## config.mk

```make
export PLATFORM = sky130hd
export DESIGN_NAME = bcd_countdown_timer
export DESIGN_NICKNAME = d
export VERILOG_FILES = /design/src/rtl/countdown_pkg.sv /design/src/rtl/bcd_digit_dec.sv /design/src/rtl/bcd_countdown_timer.sv
export SDC_FILE = /design/constraint.sdc
export NUM_CORES = 1
export LEC_CHECK = 0
export BUFFER_PORTS_ARGS = -buffer_cell sky130_fd_sc_hd__buf_2
export CAP_MARGIN = 10
export CORE_MARGIN = 5
export CORE_UTILIZATION = 35
export DETAILED_ROUTE_END_ITERATION = 10
export PLACE_DENSITY = 0.64
export RECOVER_POWER = 100
export SLEW_MARGIN = 25
export SYNTH_ARGS = -nofsm -noshare
export SYNTH_HDL_FRONTEND = slang
export SYNTH_SLANG_ARGS = --single-unit
```

## constraint.sdc

```tcl
create_clock -name clk -period 2.7 [get_ports clk]
set_input_delay 0.27 -clock clk [delete_from_list [all_inputs] [get_ports clk]]
set_output_delay 0.27 -clock clk [all_outputs]
set_load 0.02 [all_outputs]
```

## src/rtl/countdown_pkg.sv

```systemverilog
// Shared types and helpers for the BCD countdown timer: FSM state encoding,
// BCD digit constants and the nibble clamp used when loading a start value.
package countdown_pkg;

    typedef enum logic [1:0] {
        IDLE    = 2'd0,
        RUN     = 2'd1,
        PAUSE   = 2'd2,
        EXPIRED = 2'd3
    } state_t;

    localparam int         BCD_W   = 4;
    localparam logic [3:0] BCD_MAX = 4'd9;

    // Out-of-range nibbles (A-F) become 9 so the count is always valid BCD.
    function automatic logic [BCD_W-1:0] clamp_bcd(input logic [BCD_W-1:0] nib);
        return (nib > BCD_MAX) ? BCD_MAX : nib;
    endfunction

endpackage

```

## src/rtl/bcd_digit_dec.sv

```systemverilog
// Single BCD digit down-counter with clamped load and a borrow chain.
// borrow_in requests a decrement; borrow_out asks the next digit to decrement.
import countdown_pkg::*;

module bcd_digit_dec (
    input  logic             clk,
    input  logic             rst,
    input  logic             load,
    input  logic [BCD_W-1:0] load_val,
    input  logic             borrow_in,
    output logic [BCD_W-1:0] value,
    output logic [BCD_W-1:0] value_next,
    output logic             borrow_out
);

    always_comb begin
        value_next = value;
        if (load) begin
            value_next = clamp_bcd(load_val);
        end else if (borrow_in) begin
            value_next = (value == '0) ? BCD_MAX : value - 1'b1;
        end
    end

    assign borrow_out = borrow_in && (value == '0);

    always_ff @(posedge clk) begin
        if (rst) begin
            value <= '0;
        end else begin
            value <= value_next;
        end
    end

endmodule

```

## src/rtl/bcd_countdown_timer.sv

```systemverilog
// N-digit BCD countdown timer with internal prescaler and start/pause/expire FSM.
// Optional low-time warning output is enabled by defining COUNTDOWN_WARN_EN.
import countdown_pkg::*;

module bcd_countdown_timer #(
    parameter int                   DIGITS   = 4,
    parameter int                   TICK_DIV = 1000000,
    parameter logic [4*DIGITS-1:0]  WARN_VAL = 16'h0010
) (
    input  logic                clk,
    input  logic                rst,
    input  logic                load,
    input  logic [4*DIGITS-1:0] load_val,
    input  logic                start,
    input  logic                pause,
    output logic [4*DIGITS-1:0] count,
    output logic                tick,
    output logic                running,
    output logic                expired,
    output logic                warn
);

    localparam int            CW      = 4 * DIGITS;
    localparam int            PW      = (TICK_DIV > 1) ? $clog2(TICK_DIV) : 1;
    localparam logic [PW-1:0] PS_TERM = PW'(TICK_DIV - 1);

    state_t        state;
    state_t        state_next;
    logic [PW-1:0] prescaler;
    logic          terminal;
    logic          advance;
    logic          dec_en;
    logic [CW-1:0] count_next;
    logic [DIGITS:0] borrow;

    // The prescaler only advances in RUN cycles that are not overridden by
    // load or pause, so a pause keeps any partial tick intact.
    assign terminal = (prescaler == PS_TERM);
    assign advance  = (state == RUN) && !load && !pause;
    assign dec_en   = advance && terminal;

    always_ff @(posedge clk) begin
        if (rst) begin
            prescaler <= '0;
        end else if (load) begin
            prescaler <= '0;
        end else if (advance) begin
            prescaler <= terminal ? '0 : prescaler + 1'b1;
        end
    end

    assign borrow[0] = dec_en;

    for (genvar i = 0; i < DIGITS; i++) begin : g_digit
        bcd_digit_dec u_digit (
            .clk        (clk),
            .rst        (rst),
            .load       (load),
            .load_val   (load_val[i*BCD_W +: BCD_W]),
            .borrow_in  (borrow[i]),
            .value      (count[i*BCD_W +: BCD_W]),
            .value_next (count_next[i*BCD_W +: BCD_W]),
            .borrow_out (borrow[i+1])
        );
    end

    always_ff @(posedge clk) begin
        if (rst) begin
            state <= IDLE;
        end else begin
            state <= state_next;
        end
    end

    always_comb begin
        state_next = state;
        if (load) begin
            state_next = IDLE;
        end else begin
            case (state)
                IDLE: begin
                    if (start) begin
                        state_next = (count == '0) ? EXPIRED : RUN;
                    end
                end
                RUN: begin
                    if (pause) begin
                        state_next = PAUSE;
                    end else if (dec_en && (count_next == '0)) begin
                        state_next = EXPIRED;
                    end
                end
                PAUSE: begin
                    if (start) begin
                        state_next = RUN;
                    end
                end
                EXPIRED: state_next = EXPIRED;
                default: state_next = IDLE;
            endcase
        end
    end

    always_comb begin
        running = (state == RUN);
        expired = (state == EXPIRED);
    end

    // tick is delayed one edge so it lines up with the count it produced.
    always_ff @(posedge clk) begin
        if (rst) begin
            tick <= 1'b0;
        end else begin
            tick <= dec_en;
        end
    end

`ifdef COUNTDOWN_WARN_EN
    // Evaluated on next-state values so warn changes together with count.
    always_ff @(posedge clk) begin
        if (rst) begin
            warn <= 1'b0;
        end else begin
            warn <= ((state_next == RUN) || (state_next == PAUSE)) &&
                    (count_next <= WARN_VAL) && (count_next != '0);
        end
    end
`else
    logic unused_warn_val;
    assign unused_warn_val = ^WARN_VAL;
    assign warn            = 1'b0;
`endif

endmodule

```

==> summary.txt <==
Drt
  – First drt pass iteration count: 4
  – Final WL: 5590 um
  – Post-DRT Antenna Nets: 0
  – Avg Vias per Cell: 5.26
  – DRC Markers: 0
  – Routed len/inst: 14.2 um
  – DR iter-0 viols: 138
  – Via count: 2072

Power
  – Leak pwr: 0.975 nW
  – Share of power burned in the clock network: 38.4%
  – Power Density: 488 mW/mm^2
  – Total power: 1.28 mW
  – Logic gate share of total power: 13.7%
  – Switching share of power: 27.3%
  – Reg power frac: 47.8%
  – Int Power: 932 uW
  – Sw power: 349 uW
  – Max rail drop VDD: 0.000283 V

Die
  – Core ar.: 0.00596 mm^2
  – Die height: 88.5 um
  – Starting density of the core: 36.2%
  – Row count: 28
  – Die X: 88.5 um
  – DIE AREA: 0.00783 mm^2
  – Ports: 41

Setup path
  – Data required, critical path: 2.91 ns
  – R2R Setup Slk: 0.09 ns
  – Critical path endpoint category: flop
  – Crit path cell chain: or4b_4 -> nor4_4 -> nand2_2 -> or4_4 -> a211oi_2 -> nand4_1 -> o31ai_2
  – CP max stage cell: or4_4
  – CP arrival: 2.82 ns
  – Crit-path max FO: 4
  – Reg-to-Reg Start: prescaler[6]
  – Reg-to-Reg End: state[1]
  – Startpoint types: flop
  – Worst path max stage delay: 0.56 ns
  – R2R depth: 7
  – Critical path type: flop to flop

Place
  – Place WS: 0.0337 ns
  – Area after DPL: 0.00248 mm^2
  – PortBufs: 39
  – RD Place Congestion: 0.934
  – Post-DP HPWL: 3960 um

Timing
  – Max Freq: 383 MHz
  – Pins Over Slew Limit: 0
  – Tmin final: 2.61 ns
  – Setup violations, final: 0
  – Clk_skew: 0.00976 ns
  – Part of the cycle the worst path needs: 96.7%
  – Setup WS post-layout: 0.0881 ns
  – Relative slew slack: 59.9%
  – Worst Tran Pin Value: 0.600 ns
  – Final setup TNS: 0 ns
  – Fin. Hold Viols: 0

Clocking
  – CTS root buf: clkbuf_8
  – CTS H-tree lvls: 2
  – Worst-path clk slew: 0.08 ns
  – CTS tree: yes
  – Clk sink count: 39
  – CTS Hold Buffers Added: 0
  – Worst skew pair latency: 0.30 ns
  – Clock buffer depth: 2
  – Num CTS Buffers: 5

Layout
  – Layout Nets: 340
  – Share of cells above drive strength 1: 18.5%
  – Post-layout instance area: 0.00263 mm^2
  – Area growth syn-to-layout: 21.8%
  – Commonest non-fill, non-tap cell in the layout: nor2_1
  – Commonest non-fill, non-tap cells in the layout: nor2_1, dfxtp_1, buf_2
  – Diode count: 0
  – Number of fill cells: 628

Synth
  – Synth Register Bits: 39
  – Synth Net Count: 290
  – Post-synth top area share: 36.2%
  – Dominant cell type by area after synthesis: dfxtp_1
  – Synth Flop Type: dfxtp_1
  – Syn Area/Cell: 8.04 um^2
  – Ys async rst share: 0%
  – Post-Synthesis Cells: 268
  – Ys Warns: 0
  – Seq/Total Area, Yosys: 36.2%
  – Number of synthesized flops with an enable pin: 0
  – Post-synthesis cell type count: 50
  – Area of the mapped netlist: 0.00216 mm^2
  – Area contributors post-synth: dfxtp_1, nor2_1, xor2_1

Global routing
  – First-pass GRT wire length: 9140 um
  – Pin count of the biggest net entering global routing: 31
  – Vias in the first global route: 1896
  – Grt total ovfl: 0
  – Gr usage total: 14.9%
  – Initial antenna violation count: 0

Outcome
  – Status: finished clean

Min path
  – Hold Path Depth: 2
  – Endpoint, Worst Hold: state[0]
  – Hold crit path type: primary input to flop
  – Worst hold start: pause

Run
  – Max Cap Viol: 0
-- metal layers --
| layer | vias up | GRT usage [%] | share of wire [%] | routed length (um) |
|---|---|---|---|---|
| met5 | - | 0 | 0 | 0 |
| met4 | 0 | 4.95 | 1.4 | 78 |
| met3 | 6 | 2.51 | 6.9 | 388 |
| met2 | 64 | 21.7 | 42 | 2370 |
| met1 | 948 | 22.2 | 49 | 2750 |
| li1 | 1054 | - | - | - |
-- state kept, by name, indices dropped and copies added, names as in the netlist --
name and flops:
prescaler 20, g_digit.u_digit.value 16, state 2, tick 1
-- how the worst max path moves through the flow --
stage | startpoint | to
floorplan | prescaler[10] | state[1]
global placement | prescaler[10] | state[1]
detailed placement | prescaler[10] | state[1]
CTS | prescaler[10] | state[1]
global route | g_digit[0].u_digit.value[3] | state[1]
finish | prescaler[6] | state[1]
-- per-stage QoR --
| step | cells | hold slack (ns) | util, % |
|---|---|---|---|
| 3_5_place_dp | 382 | 0.479 | 41.6 |
| 2_1_floorplan | 268 | 0.359 | - |
| 4_1_cts | 390 | 0.162 | 43.5 |
| 6_report | 394 | 0.170 | 44.1 |
| 3_3_place_gp | 382 | 0.479 | 41.6 |
| 5_1_grt | 394 | 0.170 | 44.1 |
-- cell usage after synthesis (all sizes together), types with 6 or more instances --
cell / count
inv: 7
xnor2: 12
nor4: 6
nand4: 10
dfxtp: 39
nor2: 43
o21ai: 9
xor2: 15
nand2: 20
a211oi: 7
nand3: 9
nor3: 15
and3: 6
a21oi: 7
clkbuf: 7
-- final cells by class --
type,instances,area [um^2],area share [%]
multi-input combinational,211,1330,50.5
timing repair buffer,54,284,10.8
sequential,39,783,29.8
tap,75,93.8,3.57
clock inverter,3,43.8,1.67
inverter,7,26.3,1.00
clock buffer,5,68.8,2.62
-- critical path, delay by kind of cell, from the launching register on --
family	cells	cell delay, ns
AOI/OAI and AO/OA	2	0.44
DFF	1	0.34
and+or+nand+nor	5	1.74
-- cells by family (layout without fill, tap and decap cells) --
group / count (synthesis) / in the layout / synth area share [%]
simple gates: 141 / 141 / 35.8
compound gates: 40 / 40 / 12.4
flops: 39 / 39 / 36.2
xor+xnor: 27 / 27 / 11.0
buf+inv: 18 / 69 / 3.42
fa+ha+maj: 1 / 1 / 0.580
other cells: 1 / 1 / 0.174
mux: 1 / 1 / 0.464
-- power by group through the flow --
stage | sequential (mW) | combinational [mW] | clock, mW
final | 0.612 | 0.176 | 0.492
after global placement | 0.625 | 0.175 | 0
after global routing | 0.615 | 0.194 | 0.535
after CTS | 0.611 | 0.176 | 0.508
after detailed placement | 0.625 | 0.175 | 0
after floorplan | 0.639 | 0.0946 | 0
-- repair_timing --
action	CTS	global route
setup endpoints to repair	0	1
endpoints found under the hold margin	0	0
setup buffers	0	4
resized for setup	0	7
No activity file was read; power rests on OpenSTA's default activity.
